[config.mk]
export PLATFORM = sky130hd
export DESIGN_NAME = mlp_train_sequencer_flat
export DESIGN_NICKNAME = d
export VERILOG_FILES = /design/src/rtl/mlp_train_sequencer_if.sv /design/src/rtl/mlp_train_sequencer.sv /design/src/flat_wrapper.sv
export SDC_FILE = /design/constraint.sdc
export NUM_CORES = 1
export LEC_CHECK = 0
export BUFFER_PORTS_ARGS = -buffer_cell sky130_fd_sc_hd__buf_2
export CORE_MARGIN = 2
export CORE_UTILIZATION = 45
export DETAILED_ROUTE_END_ITERATION = 12
export PLACE_DENSITY_LB_ADDON = 0.2
export SLEW_MARGIN = 0
export SYNTH_ARGS = -nofsm -noshare
export SYNTH_HDL_FRONTEND = slang
export SYNTH_SLANG_ARGS = --single-unit
[constraint.sdc]
create_clock -name clk -period 10.5 [get_ports clk]
set_input_delay 0.525 -clock clk [delete_from_list [all_inputs] [get_ports clk]]
set_output_delay 0.525 -clock clk [all_outputs]
set_load 0.02 [all_outputs]
[src/rtl/mlp_train_sequencer_if.sv]
`default_nettype none
// ============================================================================
// mlp_train_sequencer_if : host load/start port and MLP sample-side port
// Revision: 1.0
// ============================================================================
interface mlp_train_sequencer_if #(
  parameter int INPUTS  = 2,
  parameter int OUTPUTS = 1,
  parameter int DEPTH   = 8,
  parameter int WIDTH   = 16
);
  localparam int IW = $clog2(DEPTH);
  localparam int NW = $clog2(DEPTH + 1);

  logic                              load_valid;
  logic                              load_ready;
  logic [IW-1:0]                     load_index;
  logic [INPUTS-1:0][WIDTH-1:0]      load_values;
  logic [OUTPUTS-1:0][WIDTH-1:0]     load_expected;
  logic [NW-1:0]                     num_samples;
  logic [15:0]                       num_epochs;
  logic                              train_mode;
  logic                              start;
  logic                              busy;
  logic                              done;
  logic [INPUTS-1:0][WIDTH-1:0]      mlp_values;
  logic [OUTPUTS-1:0][WIDTH-1:0]     mlp_expected;
  logic                              mlp_training;
  logic [OUTPUTS-1:0][WIDTH-1:0]     mlp_prediction;
  logic                              result_valid;
  logic [IW-1:0]                     result_index;
  logic [OUTPUTS-1:0][WIDTH-1:0]     result_prediction;
  logic [15:0]                       epoch_count;
  logic [WIDTH-1:0]                  epoch_error;
  logic                              epoch_error_valid;

  modport slave (
    input  load_valid, load_index, load_values, load_expected,
           num_samples, num_epochs, train_mode, start, mlp_prediction,
    output load_ready, busy, done, mlp_values, mlp_expected, mlp_training,
           result_valid, result_index, result_prediction,
           epoch_count, epoch_error, epoch_error_valid
  );

  modport master (
    output load_valid, load_index, load_values, load_expected,
           num_samples, num_epochs, train_mode, start, mlp_prediction,
    input  load_ready, busy, done, mlp_values, mlp_expected, mlp_training,
           result_valid, result_index, result_prediction,
           epoch_count, epoch_error, epoch_error_valid
  );
endinterface
`default_nettype wire

[src/rtl/mlp_train_sequencer.sv]
`default_nettype none
// ============================================================================
// mlp_train_sequencer : dataset store and epoch sequencer for an MLP sample port
// Revision: 1.0
// ============================================================================
module mlp_train_sequencer #(
  parameter int INPUTS        = 2,
  parameter int OUTPUTS       = 1,
  parameter int DEPTH         = 8,
  parameter int SETTLE_CYCLES = 2,
  parameter int WIDTH         = 16
) (
  input wire clk,
  input wire rst,
  mlp_train_sequencer_if.slave bus
);
  localparam int IW = $clog2(DEPTH);
  localparam int NW = $clog2(DEPTH + 1);
  localparam int SW = $clog2(SETTLE_CYCLES + 1);
  localparam logic [WIDTH-1:0] SFP_MAX = {1'b0, {(WIDTH-1){1'b1}}};
  localparam logic [WIDTH-1:0] SFP_MIN = {1'b1, {(WIDTH-1){1'b0}}};

  typedef enum logic [2:0] {
    S_IDLE    = 3'd0,
    S_APPLY   = 3'd1,
    S_CAPTURE = 3'd2,
    S_UPDATE  = 3'd3,
    S_DONE    = 3'd4
  } state_t;

  state_t state, state_next;

  logic [INPUTS-1:0][WIDTH-1:0]  mem_values   [DEPTH];
  logic [OUTPUTS-1:0][WIDTH-1:0] mem_expected [DEPTH];

  logic [IW-1:0]    idx;
  logic [SW-1:0]    settle_cnt;
  logic [NW-1:0]    run_samples;
  logic [15:0]      run_epochs;
  logic             run_train;
  logic [WIDTH-1:0] acc;
  logic [WIDTH-1:0] acc_next;
  logic             index_ok;
  logic             start_ok;
  logic             empty_run;
  logic             last_sample;
  logic             last_epoch;
  logic             settle_end;

  function automatic logic [WIDTH-1:0] sfp_sat(input logic [WIDTH:0] x);
    if (x[WIDTH] != x[WIDTH-1]) return x[WIDTH] ? SFP_MIN : SFP_MAX;
    return x[WIDTH-1:0];
  endfunction

  function automatic logic [WIDTH-1:0] sfp_add(input logic [WIDTH-1:0] a, input logic [WIDTH-1:0] b);
    return sfp_sat({a[WIDTH-1], a} + {b[WIDTH-1], b});
  endfunction

  function automatic logic [WIDTH-1:0] sfp_sub(input logic [WIDTH-1:0] a, input logic [WIDTH-1:0] b);
    return sfp_sat({a[WIDTH-1], a} - {b[WIDTH-1], b});
  endfunction

  function automatic logic [WIDTH-1:0] sfp_abs(input logic [WIDTH-1:0] a);
    if (a == SFP_MIN) return SFP_MAX;
    return a[WIDTH-1] ? (~a + WIDTH'(1)) : a;
  endfunction

  // Out-of-range writes can only occur when DEPTH leaves unused index codes.
  generate
    if ((1 << IW) == DEPTH) begin : g_index_full
      assign index_ok = 1'b1;
    end else begin : g_index_range
      assign index_ok = (int'(bus.load_index) < DEPTH);
    end
  endgenerate

  assign start_ok    = (state == S_IDLE) && bus.start;
  assign empty_run   = (bus.num_samples == '0) || (bus.num_epochs == 16'd0);
  assign last_sample = ((NW'(idx) + NW'(1)) == run_samples);
  assign last_epoch  = ((bus.epoch_count + 16'd1) == run_epochs);
  assign settle_end  = (settle_cnt == SW'(SETTLE_CYCLES - 1));

  always_comb begin
    acc_next = acc;
    for (int o = 0; o < OUTPUTS; o++) begin
      acc_next = sfp_add(acc_next,
                         sfp_abs(sfp_sub(mem_expected[idx][o], bus.mlp_prediction[o])));
    end
  end

  always_ff @(posedge clk or posedge rst) begin
    if (rst) state <= S_IDLE;
    else     state <= state_next;
  end

  always_comb begin
    state_next = state;
    case (state)
      S_IDLE:    if (start_ok) state_next = empty_run ? S_DONE : S_APPLY;
      S_APPLY:   if (settle_end) state_next = S_CAPTURE;
      S_CAPTURE: state_next = S_UPDATE;
      S_UPDATE:  state_next = (last_sample && last_epoch) ? S_DONE : S_APPLY;
      S_DONE:    state_next = S_IDLE;
      default:   state_next = S_IDLE;
    endcase
  end

  // Dataset storage keeps its contents across reset.
  always_ff @(posedge clk) begin
    if (bus.load_valid && bus.load_ready && index_ok) begin
      mem_values[bus.load_index]   <= bus.load_values;
      mem_expected[bus.load_index] <= bus.load_expected;
    end
  end

  always_ff @(posedge clk or posedge rst) begin
    if (rst) begin
      idx                   <= '0;
      settle_cnt            <= '0;
      run_samples           <= '0;
      run_epochs            <= '0;
      run_train             <= 1'b0;
      acc                   <= '0;
      bus.load_ready        <= 1'b0;
      bus.busy              <= 1'b0;
      bus.done              <= 1'b0;
      bus.mlp_values        <= '0;
      bus.mlp_expected      <= '0;
      bus.mlp_training      <= 1'b0;
      bus.result_valid      <= 1'b0;
      bus.result_index      <= '0;
      bus.result_prediction <= '0;
      bus.epoch_count       <= '0;
      bus.epoch_error       <= '0;
      bus.epoch_error_valid <= 1'b0;
    end else begin
      bus.load_ready        <= (state_next == S_IDLE);
      bus.busy              <= (state_next != S_IDLE);
      bus.done              <= 1'b0;
      bus.mlp_training      <= 1'b0;
      bus.result_valid      <= 1'b0;
      bus.epoch_error_valid <= 1'b0;
      case (state)
        S_IDLE: begin
          if (start_ok) begin
            run_samples     <= bus.num_samples;
            run_epochs      <= bus.num_epochs;
            run_train       <= bus.train_mode;
            bus.epoch_count <= '0;
            acc             <= '0;
            idx             <= '0;
            settle_cnt      <= '0;
          end
        end
        S_APPLY: begin
          bus.mlp_values   <= mem_values[idx];
          bus.mlp_expected <= mem_expected[idx];
          settle_cnt       <= settle_end ? '0 : settle_cnt + SW'(1);
        end
        S_CAPTURE: begin
          bus.result_prediction <= bus.mlp_prediction;
          bus.result_index      <= idx;
          bus.result_valid      <= 1'b1;
          acc                   <= acc_next;
        end
        S_UPDATE: begin
          bus.mlp_training <= run_train;
          if (last_sample) begin
            bus.epoch_error       <= acc;
            bus.epoch_error_valid <= 1'b1;
            bus.epoch_count       <= bus.epoch_count + 16'd1;
            acc                   <= '0;
            idx                   <= '0;
          end else begin
            idx <= idx + IW'(1);
          end
        end
        S_DONE:  bus.done <= 1'b1;
        default: ;
      endcase
    end
  end
endmodule
`default_nettype wire
[src/flat_wrapper.sv]
// flat-port wrapper written by rule: the top's interface ports become plain ports
module mlp_train_sequencer_flat 
#(
  parameter int INPUTS        = 2,
  parameter int OUTPUTS       = 1,
  parameter int DEPTH         = 8,
  parameter int SETTLE_CYCLES = 2,
  parameter int WIDTH         = 16
)
  (clk, rst, bus_load_valid, bus_load_index, bus_load_values, bus_load_expected, bus_num_samples, bus_num_epochs, bus_train_mode, bus_start, bus_mlp_prediction, bus_load_ready, bus_busy, bus_done, bus_mlp_values, bus_mlp_expected, bus_mlp_training, bus_result_valid, bus_result_index, bus_result_prediction, bus_epoch_count, bus_epoch_error, bus_epoch_error_valid);
  mlp_train_sequencer_if #(.INPUTS(INPUTS), .OUTPUTS(OUTPUTS), .DEPTH(DEPTH), .WIDTH(WIDTH)) bus_i ();
  input wire clk;
  input wire rst;
  input wire logic [$bits(bus_i.load_valid)-1:0] bus_load_valid;
  input wire logic [$bits(bus_i.load_index)-1:0] bus_load_index;
  input wire logic [$bits(bus_i.load_values)-1:0] bus_load_values;
  input wire logic [$bits(bus_i.load_expected)-1:0] bus_load_expected;
  input wire logic [$bits(bus_i.num_samples)-1:0] bus_num_samples;
  input wire logic [$bits(bus_i.num_epochs)-1:0] bus_num_epochs;
  input wire logic [$bits(bus_i.train_mode)-1:0] bus_train_mode;
  input wire logic [$bits(bus_i.start)-1:0] bus_start;
  input wire logic [$bits(bus_i.mlp_prediction)-1:0] bus_mlp_prediction;
  output wire logic [$bits(bus_i.load_ready)-1:0] bus_load_ready;
  output wire logic [$bits(bus_i.busy)-1:0] bus_busy;
  output wire logic [$bits(bus_i.done)-1:0] bus_done;
  output wire logic [$bits(bus_i.mlp_values)-1:0] bus_mlp_values;
  output wire logic [$bits(bus_i.mlp_expected)-1:0] bus_mlp_expected;
  output wire logic [$bits(bus_i.mlp_training)-1:0] bus_mlp_training;
  output wire logic [$bits(bus_i.result_valid)-1:0] bus_result_valid;
  output wire logic [$bits(bus_i.result_index)-1:0] bus_result_index;
  output wire logic [$bits(bus_i.result_prediction)-1:0] bus_result_prediction;
  output wire logic [$bits(bus_i.epoch_count)-1:0] bus_epoch_count;
  output wire logic [$bits(bus_i.epoch_error)-1:0] bus_epoch_error;
  output wire logic [$bits(bus_i.epoch_error_valid)-1:0] bus_epoch_error_valid;
  assign bus_i.load_valid = bus_load_valid;
  assign bus_i.load_index = bus_load_index;
  assign bus_i.load_values = bus_load_values;
  assign bus_i.load_expected = bus_load_expected;
  assign bus_i.num_samples = bus_num_samples;
  assign bus_i.num_epochs = bus_num_epochs;
  assign bus_i.train_mode = bus_train_mode;
  assign bus_i.start = bus_start;
  assign bus_i.mlp_prediction = bus_mlp_prediction;
  assign bus_load_ready = bus_i.load_ready;
  assign bus_busy = bus_i.busy;
  assign bus_done = bus_i.done;
  assign bus_mlp_values = bus_i.mlp_values;
  assign bus_mlp_expected = bus_i.mlp_expected;
  assign bus_mlp_training = bus_i.mlp_training;
  assign bus_result_valid = bus_i.result_valid;
  assign bus_result_index = bus_i.result_index;
  assign bus_result_prediction = bus_i.result_prediction;
  assign bus_epoch_count = bus_i.epoch_count;
  assign bus_epoch_error = bus_i.epoch_error;
  assign bus_epoch_error_valid = bus_i.epoch_error_valid;
  mlp_train_sequencer #(.INPUTS(INPUTS), .OUTPUTS(OUTPUTS), .DEPTH(DEPTH), .SETTLE_CYCLES(SETTLE_CYCLES), .WIDTH(WIDTH)) u_core (.clk(clk), .rst(rst), .bus(bus_i));
endmodule
==> metrics.csv, run 1 <==
metric,value,unit
endpoints failing hold,0,
startpoint types,register,
Post-Syn Area,23200,um2
FF/Latch Area,15300,um2
1st-pass router iterations,5,
Non-Filler Instances,2489,
Hold WC Path Type,primary input to asynchronous set/reset pin,
post-synth cell types,82,
Achievable Freq,0.106,GHz
Post-DP Area,25000,um2
share of layout cells above drive strength 1,0.265,
post-synthesis mux area share,0.127,
"Seq/Total Area, Yosys",0.659,
sw power,0.00264,W
leak pwr,10.1,nW
Tcrit/Tclk final,0.901,
worst slew pin tran,1.23,ns
Setup Crit Path Kind,register to register,
drt total wl,53900,um
number of instances in the placed design,2378,
Clock Power Share,0.291,
Synth Area in Compound Gates,0.0827,
Final Setup Violations,0,
DR vias/cell,5.58,
initial antenna violation count,9,
max-slew violation count,0,
xor/xnor share of the synthesized area,0.0204,
clk_lat worst skew,0.62,ns
post-synthesis adder-cell area fraction,0.0217,
Die W,231,um
clock sinks,534,
Post-Syn Nets,1688,
Initial DRC Count,1007,
Die Span Y,231,um
drt drc,0,
die footprint,53400,um2
fraction of registers with async set/reset,0.281,
status,finished clean,
HPWL Detailed,32700,um
CTS tree,done,
"worst slack, placed",1.22,ns
sequential share of power,0.361,
setup TNS,0,ns
Tmin final,9.46,ns
vias in the first global route,14200,
clk root buf,clkbuf_16,
Setup Skew,0.0221,ns
Worst path max stage delay,1.00,ns
#FFs+latches synth,534,
fin area,27100,um2
Yosys top cell area share,0.497,
RSZ-0062 raised after global routing,false,
Rows,83,
CP startpoint,u_core.idx[0],
main combinational cell family by area after synthesis,multiplexers,
Comb power frac,0.348,
critical path required time,11.03,ns
Pint,0.00495,W
TritonCTS Buffers,57,
PwrDens,280,nW/um2
maxcap violations,0,
clock-pin slew on the worst setup and hold paths,0.06,ns
Initial Utilization,0.454,
post-CTS setup buffer count,0,
FF-to-FF Start,u_core.idx[0],
GRT Total Usage,0.204,
Vias,13900,
CTS resizes,0,
cts hold-fix bufs,0,
Slew HR,0.181,
ys flop type,edfxtp_1,
Post-Syn Area per Cell,14.9,um2
Synth-to-Final Area Change,16.7,%
number of flops mapped to enable cells by yosys,384,
# IOs,197,
Switching Fraction,0.347,
RD Place Congestion,0.906,
DRT antenna net count,0,
nets,1888,
largest net degree at the start of global routing,88,
leading area contributor after synthesis,edfxtp_1,
Max Fanout on Critical Path,39,
Simple-Gate Fraction of Synth Area,0.0704,
main area contributors after synthesis,"edfxtp_1 50%, dfrtp_1 16%, mux4_2 9.3%",
PortBufs,196,
setup ws final,1.04,ns
Post-Syn Instances,1557,
first-pass GRT wire length,83000,um
CTS max path bufs,3,
Layout fillers,4272,
global route total overflow,0,
synthesis warning total,0,
area of the multi-input gates,7550,um2
core area,51100,um2
endpoint type of the worst setup path,register,
peak supply drop,0.158,mV
Worst EP arrival,9.99,ns
level count of the clock H-tree,2,
Slowest cell on crit path,a21oi_1,
DR WL/cell,21.6,um
[path summary, 6_finish.rpt]
path,to,slack [ns],cells after the start
setup / recovery,u_core.acc[2],1.04,28
hold / removal,u_core.bus.mlp_expected[15],0.14,2
setup reg to reg,u_core.acc[2],1.04,28
hold reg to reg,u_core.bus.mlp_expected[7],0.47,2
max in group asynchronous,u_core.idx[2],8.87,3
min in group clk,u_core.run_samples[3],0.16,2
[cell usage in the layout (no fill, tap or decap), drive strengths merged, types with 32 or more instances in the layout]
master,n
a21oi,44
buf,214
clkbuf,66
dfrtp,150
edfxtp,384
ha,37
inv,39
mux2,38
mux2i,36
mux4,96
nand2,210
nor2,48
o21ai,119
xnor2,32
[logic make-up (layout without fill, tap and decap cells)]
| kind of cell | count (synthesis) | in the layout |
|---|---|---|
| multiplexers | 170 | 170 |
| AO/OA/AOI/OAI | 283 | 283 |
| buffers and inverters | 110 | 359 |
| AND/OR/NAND/NOR | 367 | 367 |
| adder cells (fa/ha/maj) | 39 | 39 |
| XOR/XNOR | 54 | 54 |
| flip-flops | 534 | 534 |
| other | 0 | 3 |
[final cells by class]
cell class / count / share of cell area
sequential: 534 / 0.565
multi-input combinational: 913 / 0.279
clock buffer: 66 / 0.0558
timing repair buffer: 214 / 0.0412
tap: 680 / 0.0314
clock inverter: 42 / 0.0224
inverter: 37 / 0.00531
antenna: 3 / 0.000277
[worst max-delay path: cells and delay by family, from the launching register on]
family / cells / cell delay [ns]
AO/OA/AOI/OAI: 12 / 4.06
adder cells (fa/ha/maj): 4 / 1.31
buffers and inverters: 1 / 0.06
flip-flops: 1 / 0.92
multiplexers: 3 / 1.37
AND/OR/NAND/NOR: 8 / 1.64
[sequential cells by signal, indices dropped and copies added (netlist names)]
register,flops
u_core.acc,16
u_core.mem_values,256
u_core.bus.done,1
u_core.run_train,1
u_core.bus.mlp_expected,16
u_core.bus.epoch_error,16
u_core.state,3
u_core.run_epochs,16
u_core.bus.epoch_count,16
u_core.bus.mlp_training,1
u_core.idx,3
u_core.bus.result_prediction,16
u_core.bus.mlp_values,32
u_core.bus.result_valid,1
u_core.mem_expected,128
u_core.bus.epoch_error_valid,1
u_core.run_samples,4
u_core.bus.load_ready,1
u_core.bus.result_index,3
u_core.settle_cnt,2
u_core.bus.busy,1
[Yosys cell counts (all sizes together) (6+ instances only)]
library cell / n
nor2b: 9
xor2: 22
a31oi: 10
nand2: 210
o311ai: 6
xnor2: 32
ha: 37
buf: 22
mux4: 96
a21oi: 44
o31ai: 8
edfxtp: 384
dfrtp: 150
mux2: 38
nor2: 48
nand4: 8
nor3: 15
a21o: 12
a221o: 14
nand2b: 8
nand3: 24
o21a: 8
o211ai: 10
mux2i: 36
o21ai: 119
and3: 11
inv: 37
clkbuf: 51
and2: 6
[through the flow]
stage	total power [W]	hold WS [ns]	utilization
floorplan	0.00469	0.449	-
global placement	0.00540	0.452	0.488
CTS	0.00766	0.126	0.530
global route	0.00803	0.140	0.530
detailed placement	0.00543	0.459	0.488
finish	0.00759	0.145	0.530
[power by group through the flow]
stage | clock (W) | sequential (W) | combinational (W)
3_5_place_dp | 0 | 0.00279 | 0.00264
3_3_place_gp | 0 | 0.00278 | 0.00262
6_report | 0.00221 | 0.00274 | 0.00264
4_1_cts | 0.00226 | 0.00275 | 0.00265
2_1_floorplan | 0 | 0.00286 | 0.00183
5_1_grt | 0.00234 | 0.00278 | 0.00291
[per-layer routing]
metal | up-vias | part of all wire | wire length, um | GRT usage
li1 | 6395 | - | - | -
met1 | 7023 | 0.42 | 22600 | 0.269
met2 | 360 | 0.50 | 26900 | 0.345
met3 | 91 | 0.059 | 3190 | 0.0415
met4 | 10 | 0.021 | 1140 | 0.0546
met5 | - | 0.0011 | 57 | 0
No activity file was read; power rests on OpenSTA's default activity.
==> run 2: changes to the inputs <==
--- a/config.mk
+++ b/config.mk
@@ -10,6 +10,7 @@
 export CORE_UTILIZATION = 45
 export DETAILED_ROUTE_END_ITERATION = 12
 export PLACE_DENSITY_LB_ADDON = 0.2
+export RECOVER_POWER = 100
 export SLEW_MARGIN = 0
 export SYNTH_ARGS = -nofsm -noshare
 export SYNTH_HDL_FRONTEND = slang
==> metrics.csv, run 2 (synthesized netlist as in run 1, its figures left out) <==
metric,value,unit,change
global route total overflow,0,,unchanged
Slew HR,-2.06,,-2.24
share of layout cells above drive strength 1,0.171,,-0.0947
maxcap violations,14,,+14
Initial DRC Count,1021,,+1.4%
drt total wl,54100,um,+0.35%
Setup Skew,0.0201,ns,-0.00200 ns
max FFs per register,256,,unchanged
"commonest cells after routing, fill and taps aside","384 x edfxtp_1, 210 x nand2_1, 171 x clkbuf_1",,
CTS tree,done,,
RSZ-0062 raised after global routing,false,,
Rows,83,,unchanged
Achievable Freq,0.105,GHz,-1.0%
clk root buf,clkbuf_16,,
GRT Total Usage,0.204,,unchanged
PwrDens,282,nW/um2,+0.59%
violated checks,"capacitance limit, slew limit",,
largest net degree at the start of global routing,88,,unchanged
status,finished with violations,,
R2R depth,28,,unchanged
TritonCTS Buffers,57,,unchanged
clock sinks,534,,unchanged
core area,51100,um2,unchanged
hold wc startpoint,bus_num_samples[3],,
1st-pass router iterations,5,,unchanged
Worst EP arrival,10.09,ns,+0.10 ns
"most common cell after layout, fill and taps aside",edfxtp_1,,
worst slew pin tran,4.56,ns,+3.34 ns
Worst path max stage delay,1.01,ns,about the same
clock-pin slew on the worst setup and hold paths,0.06,ns,about the same
leak pwr,9.57,nW,-5.6%
Reg with most FFs,u_core.mem_values,,
peak supply drop,0.154,mV,-3.0%
die footprint,53400,um2,unchanged
CP startpoint,u_core.idx[0],,
CTS max path bufs,3,,unchanged
level count of the clock H-tree,2,,unchanged
FF-to-FF Start,u_core.idx[0],,
clk_lat worst skew,0.62,ns,about the same
Setup Crit Path Kind,register to register,,
Top Registers,"u_core.mem_values x256, u_core.mem_expected x128, u_core.bus.mlp_values x32",,
DR vias/cell,5.58,,about the same
startpoint types,register,,
Tmin final,9.55,ns,+0.0973 ns
first-pass GRT wire length,83000,um,unchanged
critical path required time,11.03,ns,about the same
fin area,26800,um2,-0.99%
Max Fanout on Critical Path,39,,unchanged
Die Span Y,231,um,unchanged
DR WL/cell,21.7,um,+0.39%
Tcrit/Tclk final,0.910,,+0.00926
Hold Crit Depth,2,,
max-slew violation count,752,,+752
Vias,13900,,-0.022%
initial antenna violation count,8,,-1
# IOs,197,,unchanged
CTS resizes,0,,unchanged
post-CTS setup buffer count,0,,unchanged
vias in the first global route,14200,,unchanged
endpoint type of the worst setup path,register,,
drt drc,0,,unchanged
Post-DP Area,25000,um2,unchanged
cts hold-fix bufs,0,,unchanged
Die W,231,um,unchanged
Synth-to-Final Area Change,15.6,%,
Slowest cell on crit path,a21oi_1,,
R2R Setup Slk,0.95,ns,-0.10 ns
endpoints failing hold,0,,unchanged
Final Setup Violations,0,,unchanged
DRT antenna net count,0,,unchanged
HPWL Detailed,32700,um,unchanged
setup TNS,0,ns,unchanged
RD Place Congestion,0.906,,unchanged
nets,1888,,unchanged
Initial Utilization,0.454,,unchanged
Hold WC Path Type,primary input to register,,
PortBufs,196,,unchanged
[run 2: changes by cell type in the layout (fill, tap and decap cells not counted), sizes merged]
cell	change
clkinvlp	+1
buf	-166
inv	-1
diode	-1
clkbuf	+166
[run 2: final timing paths]
kind,endpoint
max,u_core.acc[2]
min,u_core.run_samples[3]
max reg2reg,u_core.acc[2]
min reg2reg,u_core.bus.mlp_expected[7]
max in group asynchronous,u_core.idx[2]
min in group asynchronous,u_core.bus.mlp_expected[15]
[run 2: through the flow]
stage	utilization	std cells	worst slack, ns	total power [W]	hold WS (ns)
3_3_place_gp	0.488	2378	1.52	0.00540	0.452
4_1_cts	0.530	2486	1.18	0.00766	0.126
3_5_place_dp	0.488	2378	1.22	0.00543	0.459
5_1_grt	0.525	2487	0.136	0.00800	0.140
6_report	0.525	2488	0.945	0.00756	0.160
2_1_floorplan	-	1557	2.86	0.00469	0.449
[run 2: layout make-up]
cell class / instances / area, um2
multi-input combinational: 913 / 7530
timing repair buffer: 214 / 876
fill: 4359 / 24300
sequential: 534 / 15300
inverter: 37 / 140
tap: 680 / 851
clock buffer: 66 / 1510
antenna: 2 / 5.00
clock inverter: 42 / 606
[run 2: routing by layer]
| layer | global-route usage | share of wire | routed length [um] |
|---|---|---|---|
| met3 | 0.0415 | 0.054 | 2900 |
| met2 | 0.345 | 0.50 | 26900 |
| met1 | 0.269 | 0.43 | 23000 |
| met4 | 0.0546 | 0.021 | 1150 |
| met5 | 0 | 0.0011 | 59 |
[run 2: worst max-delay path, delay by kind of cell (launching register included)]
kind	cells	cell delay, ns
compound gates	12	4.03
simple gates	8	1.65
mux	3	1.46
fa+ha+maj	4	1.32
flops	1	0.93
buf+inv	1	0.06
[run 2: power breakdown]
| group | total, W | internal [W] | switching (W) |
|---|---|---|---|
| clock | 0.00221 | 0.00136 | 0.000847 |
| sequential | 0.00275 | 0.00252 | 0.000227 |
| combinational | 0.00260 | 0.00104 | 0.00156 |
==> run 3: changes to the inputs <==
--- a/config.mk
+++ b/config.mk
@@ -6,7 +6,8 @@
 export NUM_CORES = 1
 export LEC_CHECK = 0
 export BUFFER_PORTS_ARGS = -buffer_cell sky130_fd_sc_hd__buf_2
-export CORE_MARGIN = 2
+export CORE_ASPECT_RATIO = 1.4
+export CORE_MARGIN = 8
 export CORE_UTILIZATION = 45
 export DETAILED_ROUTE_END_ITERATION = 12
 export PLACE_DENSITY_LB_ADDON = 0.2
==> metrics.csv, run 3 (synthesized netlist as in run 1, its figures left out) <==
metric,value,unit,change
status,finished with violations,,
violated checks,"capacitance limit, slew limit",,
Tcrit/Tclk final,0.887,,-0.0233
clock sinks,534,,unchanged
Die W,208,um,-10%
global route total overflow,0,,unchanged
clk root buf,clkbuf_16,,
DRT antenna net count,0,,unchanged
max FFs per register,256,,unchanged
Setup Crit Path Kind,register to register,,
area of the multi-input gates,7530,um2,about the same
Worst EP arrival,9.83,ns,-0.26 ns
Hold WC Path Type,primary input to register,,
DR vias/cell,5.61,,+0.61%
Layout fillers,4401,,+0.96%
PortBufs,196,,unchanged
Synth-to-Final Area Change,13.4,%,
clock-pin slew on the worst setup and hold paths,0.06,ns,about the same
endpoint type of the worst setup path,register,,
Max Fanout on Critical Path,45,,+15%
Total Power,0.00711,W,-5.9%
Initial DRC Count,970,,-5.0%
# IOs,197,,unchanged
"worst slack, placed",1.36,ns,+0.143 ns
RD Place Congestion,0.935,,+3.3%
CTS tree,done,,
HPWL Detailed,34200,um,+4.5%
worst slew pin tran,4.34,ns,-0.220 ns
hold slack,0.176,ns,+0.0165 ns
CTS resizes,0,,unchanged
Top Registers,"u_core.mem_values x256, u_core.mem_expected x128, u_core.bus.mlp_values x32",,
initial antenna violation count,6,,-2
Hold Crit Depth,2,,unchanged
share of layout cells above drive strength 1,0.153,,-0.0176
Setup Skew,0.0244,ns,+0.00424 ns
Worst path top cell family by delay,compound AO/OA/AOI/OAI gates,,
drt total wl,54600,um,+1.0%
critical path required time,11.02,ns,about the same
maxcap violations,13,,-1
core area,51000,um2,-0.17%
CP Depth,28,,unchanged
setup ws final,1.19,ns,+0.244 ns
leak pwr,9.37,nW,-2.1%
GRT Total Usage,0.183,,-0.0214
Initial Utilization,0.455,,+0.000757
Non-Filler Instances,2444,,-1.8%
endpoints failing hold,0,,unchanged
Worst path max stage delay,1.01,ns,about the same
drt drc,0,,unchanged
level count of the clock H-tree,2,,unchanged
R2R depth,28,,unchanged
CTS max path bufs,3,,unchanged
TritonCTS Buffers,50,,-12%
clk_lat worst skew,0.60,ns,-0.02 ns
first-pass GRT wire length,84500,um,+1.9%
Achievable Freq,0.107,GHz,+2.6%
RSZ-0062 raised after global routing,false,,
DR WL/cell,22.3,um,+2.8%
FF/Latch Area,15300,um2,about the same
Reg with most FFs,u_core.mem_values,,
vias in the first global route,14400,,+1.4%
Final Setup Violations,0,,unchanged
Buf/Inv on CP,1,,unchanged
1st-pass router iterations,7,,+2
die footprint,59200,um2,+11%
startpoint types,register,,
nets,1882,,-0.32%
Rows,98,,+18%
setup TNS,0,ns,unchanged
PwrDens,270,nW/um2,-4.1%
"most common cell after layout, fill and taps aside",edfxtp_1,,
Slew HR,-1.91,,+0.148
max-slew violation count,668,,-11%
largest net degree at the start of global routing,87,,-1.1%
Slowest cell on crit path,dfrtp_4,,
"commonest cells after routing, fill and taps aside","384 x edfxtp_1, 210 x nand2_1, 181 x clkbuf_1",,
peak supply drop,0.152,mV,-0.71%
post-CTS setup buffer count,0,,unchanged
Vias,13700,,-1.2%
number of instances in the placed design,2349,,-1.2%
Die Span Y,285,um,+23%
Tmin final,9.31,ns,-0.244 ns
cts hold-fix bufs,0,,unchanged
-- run 3: routing by layer --
metal  share of wire  GRT usage
met1            0.42      0.223
met2            0.51      0.323
met3           0.048     0.0378
met4           0.025     0.0526
met5         0.00064          0
-- run 3: layout make-up --
type | instances | share of cell area
antenna | 2 | 0.000190
clock buffer | 74 | 0.0549
clock inverter | 19 | 0.00785
inverter | 37 | 0.00533
multi-input combinational | 913 | 0.286
sequential | 534 | 0.581
tap | 650 | 0.0309
timing repair buffer | 215 | 0.0333
-- run 3: path summary, 6_finish.rpt --
kind	startpoint	to	slack, ns
setup / recovery	u_core.idx[0]	u_core.acc[11]	1.19
hold / removal	bus_train_mode	u_core.run_train	0.18
setup reg to reg	u_core.idx[0]	u_core.acc[11]	1.19
hold reg to reg	u_core.bus.result_prediction[9]	u_core.bus.result_prediction[9]	0.47
max in group asynchronous	rst	u_core.bus.mlp_expected[0]	4.55
min in group asynchronous	rst	u_core.bus.epoch_error[13]	1.26
-- run 3: power breakdown --
group          switching (W)  internal (W)
Clock               0.000775       0.00103
Combinational        0.00153       0.00103
Sequential          0.000220       0.00252
Total                0.00253       0.00459
-- run 3: stage by stage --
step	utilization	area [um2]
after CTS	0.521	26600
after global routing	0.516	26300
after floorplan	-	23200
final	0.516	26300
after detailed placement	0.489	24900
after global placement	0.489	24900
